==> src/rtl/pcileech_pcie_tx_arb_pkg.sv <==
// Shared definitions for the PCIe transmit arbiter.
// This package holds the arbiter state encoding and the default buffer threshold.
package pcileech_pcie_tx_arb_pkg;

    typedef enum logic [1:0] {
        IDLE   = 2'd0,
        STREAM = 2'd1,
        FLUSH  = 2'd2
    } tx_arb_state_t;

    localparam int TX_MIN_BUF_AV_DEF = 2;

endpackage

==> src/rtl/pcileech_pcie_tx_arb_rr_pick.sv <==
// Round-robin priority picker: search starts one past the last grant and wraps.
// The last-granted index itself has the lowest priority.
module pcileech_rr_pick #(
    parameter int NSRC = 3
) (
    input  logic [NSRC-1:0] req,
    input  logic [1:0]      last,
    output logic [1:0]      winner,
    output logic            valid
);

    // Walk from the lowest priority to the highest so the nearest requester wins.
    always_comb begin
        winner = '0;
        valid  = 1'b0;
        for (int k = NSRC; k >= 1; k--) begin
            if (req[(int'(last) + k) % NSRC]) begin
                winner = 2'((int'(last) + k) % NSRC);
                valid  = 1'b1;
            end
        end
    end

endmodule

==> src/rtl/pcileech_pcie_tx_arb.sv <==
// Arbitrates several 64-bit TLP requesters onto the PCIe core s_axis_tx port.
// Grants are locked per packet; a link drop mid-packet drains the source silently.
module pcileech_pcie_tx_arb
    import pcileech_pcie_tx_arb_pkg::*;
#(
    parameter int NSRC       = 3,
    parameter int MIN_BUF_AV = TX_MIN_BUF_AV_DEF
) (
    input  logic        clk_pcie,
    input  logic        rst,
    input  logic        user_lnk_up,
    input  logic [5:0]  tx_buf_av,
    input  logic        tx_cfg_req,
    output logic        tx_cfg_gnt,
    input  logic [63:0] src_data  [NSRC],
    input  logic [7:0]  src_keep  [NSRC],
    input  logic        src_last  [NSRC],
    input  logic        src_valid [NSRC],
    output logic        src_ready [NSRC],
    output logic [63:0] tx_data,
    output logic [7:0]  tx_keep,
    output logic        tx_last,
    output logic        tx_valid,
    input  logic        tx_ready,
    output logic [1:0]  grant_id,
    output logic [15:0] pkt_count
);

    tx_arb_state_t   state;
    logic [NSRC-1:0] req;
    logic [1:0]      pick_id;
    logic            pick_vld;
    logic            start;
    logic            fwd;
    logic            drop;
    logic            sel_valid;
    logic            sel_last;
    logic            accept_last;
    logic            drop_last;

    always_comb begin
        for (int i = 0; i < NSRC; i++) begin
            req[i] = src_valid[i];
        end
    end

    pcileech_rr_pick #(
        .NSRC (NSRC)
    ) u_pick (
        .req    (req),
        .last   (grant_id),
        .winner (pick_id),
        .valid  (pick_vld)
    );

    assign start = user_lnk_up && (tx_buf_av >= 6'(MIN_BUF_AV)) && !tx_cfg_req && pick_vld;

    // A link drop is honoured in the same cycle it is seen so no beat reaches a dead link.
    assign fwd  = (state == STREAM) && user_lnk_up;
    assign drop = (state == FLUSH) || ((state == STREAM) && !user_lnk_up);

    assign sel_valid   = src_valid[grant_id];
    assign sel_last    = src_last[grant_id];
    assign accept_last = fwd && sel_valid && sel_last && tx_ready;
    assign drop_last   = drop && sel_valid && sel_last;

    assign tx_cfg_gnt = (state != STREAM);

    always_comb begin
        tx_data  = '0;
        tx_keep  = '0;
        tx_last  = 1'b0;
        tx_valid = 1'b0;
        if (fwd) begin
            tx_data  = src_data[grant_id];
            tx_keep  = src_keep[grant_id];
            tx_last  = sel_last;
            tx_valid = sel_valid;
        end
    end

    always_comb begin
        for (int i = 0; i < NSRC; i++) begin
            src_ready[i] = (grant_id == 2'(i)) && (fwd ? tx_ready : drop);
        end
    end

    always_ff @(posedge clk_pcie) begin
        if (rst) begin
            state     <= IDLE;
            grant_id  <= 2'(NSRC - 1);
            pkt_count <= '0;
        end else begin
            case (state)
                IDLE: begin
                    if (start) begin
                        grant_id <= pick_id;
                        state    <= STREAM;
                    end
                end
                STREAM: begin
                    if (accept_last) begin
                        state     <= IDLE;
                        pkt_count <= pkt_count + 16'd1;
                    end else if (drop_last) begin
                        state <= IDLE;
                    end else if (!user_lnk_up) begin
                        state <= FLUSH;
                    end
                end
                FLUSH: begin
                    if (drop_last) begin
                        state <= IDLE;
                    end
                end
                default: state <= IDLE;
            endcase
        end
    end

endmodule

==> config.mk <==
export PLATFORM = sky130hd
export DESIGN_NAME = pcileech_pcie_tx_arb
export DESIGN_NICKNAME = d
export VERILOG_FILES = /design/src/rtl/pcileech_pcie_tx_arb_pkg.sv /design/src/rtl/pcileech_pcie_tx_arb_rr_pick.sv /design/src/rtl/pcileech_pcie_tx_arb.sv
export SDC_FILE = /design/constraint.sdc
export NUM_CORES = 1
export LEC_CHECK = 0
export BUFFER_PORTS_ARGS = -buffer_cell sky130_fd_sc_hd__buf_2
export CAP_MARGIN = 25
export CORE_AREA = 4 4 125 127
export CTS_CLUSTER_DIAMETER = 120
export CTS_CLUSTER_SIZE = 20
export DETAILED_ROUTE_END_ITERATION = 7
export DIE_AREA = 0 0 129 131
export GPL_TIMING_DRIVEN = 0
export PLACE_DENSITY = 0.51
export SYNTH_ARGS = -nofsm -noshare
export SYNTH_HDL_FRONTEND = slang
export SYNTH_HIERARCHICAL = 1
export SYNTH_SLANG_ARGS = --single-unit
==> constraint.sdc <==
create_clock -name clk_pcie -period 5.3 [get_ports clk_pcie]
set_input_delay 1.06 -clock clk_pcie [delete_from_list [all_inputs] [get_ports clk_pcie]]
set_output_delay 1.06 -clock clk_pcie [all_outputs]
set_load 0.01 [all_outputs]
Word-level counts from Yosys, hierarchy flattened
Cells that the tools add are included.
{"block": "classes", "n_mul": 0, "add_sub_neg": 4, "n_eq_ne": 8, "bitwise_logic": 1, "n_reduce_logical": 21, "shifts": 0, "n_lt_le_gt_ge": 5, "div": 3, "n_mux": 38}
{"cell": "64-bit 2-to-1 mux", "count": 3}
{"cell": "64-bit binary-select mux with 2-bit select", "count": 1}
{"cell": "32-bit by 4-bit less-than comparator with 1-bit output, second input constant", "count": 3}
{"cell": "32-bit by 3-bit modulo with 32-bit output, second input constant", "count": 3}
{"cell": "8-bit 2-to-1 mux", "count": 3}
{"cell": "16-bit by 1-bit adder with 16-bit output, second input constant", "count": 1}
{"cell": "8-bit binary-select mux with 2-bit select", "count": 1}
{"cell": "1-bit 2-to-1 mux", "count": 16}
{"cell": "2-bit 2-to-1 mux", "count": 8}
{"cell": "1-bit logical AND", "count": 13}
{"cell": "1-bit binary-select mux with 2-bit select", "count": 5}
{"cell": "2-bit by 2-bit adder with 3-bit output, second input constant", "count": 2}
{"cell": "6-bit by 2-bit >= comparator with 1-bit output, second input constant", "count": 1}
{"cell": "2-bit case mux with 3 select lines", "count": 1}
{"cell": "2-bit by 1-bit equality test with 1-bit output, second input constant", "count": 2}
{"cell": "2-bit equality test, second input constant", "count": 2}
{"cell": "2-bit logical NOT", "count": 2}
{"cell": "2-bit inequality test, second input constant", "count": 2}
{"cell": "4-bit inequality test, second input constant", "count": 1}
{"cell": "2-bit AND reduction", "count": 2}
{"cell": "2-bit by 1-bit adder with 3-bit output, second input constant", "count": 1}
{"cell": "3-bit >= comparator, second input constant", "count": 1}
{"cell": "2-bit NOT with 3-bit output", "count": 1}
{"cell": "3-bit AND reduction", "count": 1}
{"cell": "other kinds (3)", "count": 4}
{"block": "word_totals", "latch_bits": 0, "out_inout_bits": 96, "elab_cells": 83, "ff_bits": 20, "input_bits": 233, "ramBits": 0, "rom_bits": 0, "n_memories": 0}

Logic depth before layout (Yosys ltp)
{"block": "depth", "word_depth": 11, "mapped_depth": 9, "depth_no_buf": 9}

Modules after synthesis
Netlist, hierarchy kept.
{"mod": "pcileech_pcie_tx_arb", "cells_each": 447, "seq_area_each_um2": 400.4, "instances": 1, "area_each_um2": 2795.2}
{"mod": "pcileech_rr_pick", "cells_each": 27, "seq_area_each_um2": 0.0, "instances": 1, "area_each_um2": 191.4}

Worst setup path before layout
OpenSTA, ideal clock, no wires.
{"block": "synth_timing", "path_type": "input -> output", "start": "input port user_lnk_up", "end": "output port tx_data[0]", "setup_slack_ns": 2.454, "arrival_ns": 1.786, "path_buffers": 2, "required_time_ns": 4.240, "path_stages": 4, "path_cell_list": "nand3b_1 clkbuf_1 buf_1 nor2_1"}
{"block": "synth_via", "elab_chain_len": 2}
{"item": "start: declaration", "line_no": "pcileech_pcie_tx_arb.sv:11", "rtl": "input logic user_lnk_up,"}
{"item": "1-bit logical AND", "line_no": "pcileech_pcie_tx_arb.sv:59", "rtl": "assign fwd = (state == STREAM) && user_lnk_up;"}
{"item": "64-bit 2-to-1 mux", "line_no": "pcileech_pcie_tx_arb.sv:74", "rtl": "if (fwd) begin"}
{"item": "end: declaration", "line_no": "pcileech_pcie_tx_arb.sv:20", "rtl": "output logic [63:0] tx_data,"}
Every way passes these cells.

Worst setup path in the final report
{"block": "layout_timing", "start": "register grant_id[1]", "end": "output port tx_data[1]"}
{"block": "layout_via", "elab_chain_len": 5}
{"item": "start: declaration", "line_no": "pcileech_pcie_tx_arb.sv:25", "rtl": "output logic [1:0] grant_id,"}
{"item": "start signal: assignment", "line_no": "pcileech_pcie_tx_arb.sv:91", "rtl": "grant_id <= 2'(NSRC - 1);"}
{"item": "start signal: assignment", "line_no": "pcileech_pcie_tx_arb.sv:97", "rtl": "grant_id <= pick_id;"}
{"item": "2-bit NOT with 3-bit output (implied by the code)", "line_no": "pcileech_pcie_tx_arb.sv:75", "rtl": "tx_data = src_data[grant_id];"}
{"item": "64-bit binary-select mux with 2-bit select", "line_no": "pcileech_pcie_tx_arb.sv:75"}
{"item": "64-bit 2-to-1 mux (implied by the code) (2 in a row)", "line_no": "pcileech_pcie_tx_arb.sv:75"}
{"item": "64-bit 2-to-1 mux", "line_no": "pcileech_pcie_tx_arb.sv:74"}
Every way passes these cells. The select of a mux whose other input is x is not followed.

==> metrics.cfg <==
[synth]
muxShareOfSynthArea_pct=26.81
ys_ff_latch=20
synthTopCellsByArea=mux2i_1 27%, nor2_1 19%, a21oi_1 15%, dfxtp_1 13%, clkbuf_1 3.1%
synth_area_mm2=0.002987
yosys.area_share.simple_pct=29.95
ys_seq_area_share_pct=13.41
yosys_warnings=6
synthTopCellsByCount=155 x nor2_1, 89 x a21oi_1, 80 x mux2i_1
postSynthAreaPerCell_um2=6.301
synth_cells=474
async_flop_share_pct=0
synth_compound_area_share_pct=20.32
post-synth-top-area-cell=mux2i_1
ys.flop_type=dfxtp_1
synth_top_area_share_pct=26.81
syn_nets=712
synthMostInstantiatedCell=nor2_1
synth_edf_count=0
synthAdderAreaFrac_pct=2.095
synth_cell_types=38
synth_xor_area_share_pct=0.8798
synth_top_family_by_area=simple AND/OR/NAND/NOR gates

[timing]
setup_viol=0
fin_worst_skew_ns=0.002433
max_freq_mhz=266.2
worst_pin_slew_ns=0.8736
slew_headroom_pct=41.76
tns_ns=0
rsz0062_at_grt=no
slew_violations=0
period_needed_ns=3.757
setup_slack_ns=1.543
hold_viol=0
period_share_pct=70.89

[hold_path]
min_path_type=reg2reg

[clock_tree]
htree_levels=1
cts_setup_buffers=0
cts.sinks=20
holdBufCountCts=0
clockBufferDepth=2
cts_tree=done
clk_latency_ns=0.25
cts-root-buf=clkbuf_16
cts_resized=0
numCtsBuffers=3
cts.clk_slew.worst_paths_ns=0.06

[die]
core_mm2=0.01442
die-area_mm2=0.01690
die_h_um=131
start_util_pct=20.71
ios=329
rows=44
chipWidth_um=129

[placed_design]
dp_hpwl_mm=14.22
dp_cells=984
gp_congestion=0.8596
portBuffers=326
dp_slack_ns=1.445

[worst_setup_path]
max_stage_delay_ns=0.64
critPathCaptureType=output port
cpMaxStageDelayCell=clkbuf_1
required_ns=4.24
critical_path_class=reg2out
crit_fanout=10
crit_arrival_ns=2.70
cp_cell_sequence=buf_2 -> and2b_1 -> clkbuf_1 -> clkbuf_1 -> a21oi_1 -> nor2_1 -> buf_2
startpoint_type=flop

[routing]
viasPerCell=4.565
wl_per_cell_um=16.65
detail-route-antenna-nets=0
first_iter_violations=169
post-route-drc-count=0
drt_wl_total_mm=16.45
via_count=4510
dr.pass1.iters=4

[global_route]
antenna_found_initial=2
overflow=0
grt_pass1_wl_mm=23.16
track_usage_pct=17.43
grt_pass1_vias=4128
grt_start_max_net_pins=11

[power_and_ir_drop]
intPower_uw=401.1
ir_drop_uv=94.36
pwr-share-seq_pct=24.5
powerDensity_mw_per_mm2=128.5
p_sw_uw=231.7
power.share.clock_pct=24.6
power_leakage_uw=0.002447
switching_share_pct=36.61
power_frac_comb_pct=50.9

[layout]
drive_gt1_share_pct=42.84
nets=1043
instances_no_fill=988
syn_to_final_growth_pct=64.93
fillCellCount=1664

[job]
maxCapViolations=0

[run_status]
status=complete, no violations

-- cell usage in the layout, fill, tap and decap left out, types with 2 or more instances in the layout --
master and instances:
buf_2 335, nor2_1 155, a21oi_1 89, mux2i_1 80, clkbuf_1 25, dfxtp_1 20, o21ai_0 14, or3_1 12
inv_1 9, nand4_1 6, nand3_1 6, nand2_1 6, ha_1 5, buf_1 3, nor2b_1 3, xor2_1 3
clkbuf_16 3, nand2b_1 2, nor3_1 2, nor3b_1 2, o2bb2ai_2 2, and2_1 2, and3_1 2, or4_1 2
-- final timing paths --
check	start	to	slack, ns	depth (start not counted)
worst max register to register	grant_id[0]	grant_id[0]	2.90	9
worst max-delay path	grant_id[1]	tx_data[1]	1.54	7
worst min-delay path	pkt_count[15]	pkt_count[15]	0.48	2
worst min register to register	pkt_count[15]	pkt_count[15]	0.48	2
-- area by class of cell --
type | count | area [um^2] | share of cell area [%]
Tap cell | 184 | 230.2 | 4.674
Sequential cell | 20 | 400.4 | 8.128
Clock buffer | 3 | 75.07 | 1.524
Timing Repair Buffer | 326 | 1632 | 33.12
Multi-Input combinational cell | 407 | 2391 | 48.54
Antenna cell | 1 | 2.502 | 0.05080
Inverter | 9 | 33.78 | 0.6858
Buffer | 38 | 161.4 | 3.277
-- kinds of logic after synthesis --
group / Yosys count
xor+xnor: 3
fa+ha+maj: 5
flops: 20
buf+inv: 47
compound gates: 113
mux: 80
simple gates: 206
-- metal layers --
| metal | up-vias | track usage [%] | part of all wire, % |
|---|---|---|---|
| met5 | - | 0 | 0 |
| met4 | 0 | 2.038 | 0.89 |
| met3 | 9 | 2.724 | 8.2 |
| met2 | 196 | 30.40 | 50 |
| met1 | 2004 | 23.43 | 41 |
| li1 | 2301 | - | - |
-- flip-flops by register name (all words and copies together) (netlist names) --
signal     cells
state          2
pkt_count     16
grant_id       2
-- metrics by stage --
step	area [um^2]	hold slack (ns)	utilization (%)	total power (uW)
floorplan	2987	0.4783	-	330.4
global placement	4848	0.4723	33.61	483.6
detailed placement	4848	0.4757	33.61	484.0
CTS	4923	0.4851	34.13	639.6
global route	4926	0.5035	34.15	678.0
finish	4926	0.4842	34.15	632.8
-- worst max-delay path, delay by kind of cell, from the launching register on --
| family | cells | cell delay (ns) |
|---|---|---|
| buffers and inverters | 4 | 1.51 |
| DFF | 1 | 0.42 |
| AOI/OAI and AO/OA | 1 | 0.19 |
| and+or+nand+nor | 2 | 0.32 |
-- power groups by stage --
| stage | sequential [uW] | combinational, uW | clock [uW] |
|---|---|---|---|
| floorplan | 158 | 172 | 0 |
| global placement | 159 | 325 | 0 |
| detailed placement | 158 | 326 | 0 |
| CTS | 155 | 327 | 158 |
| global route | 156 | 360 | 163 |
| finish | 155 | 322 | 156 |
Power figures use the tool's default switching activity.
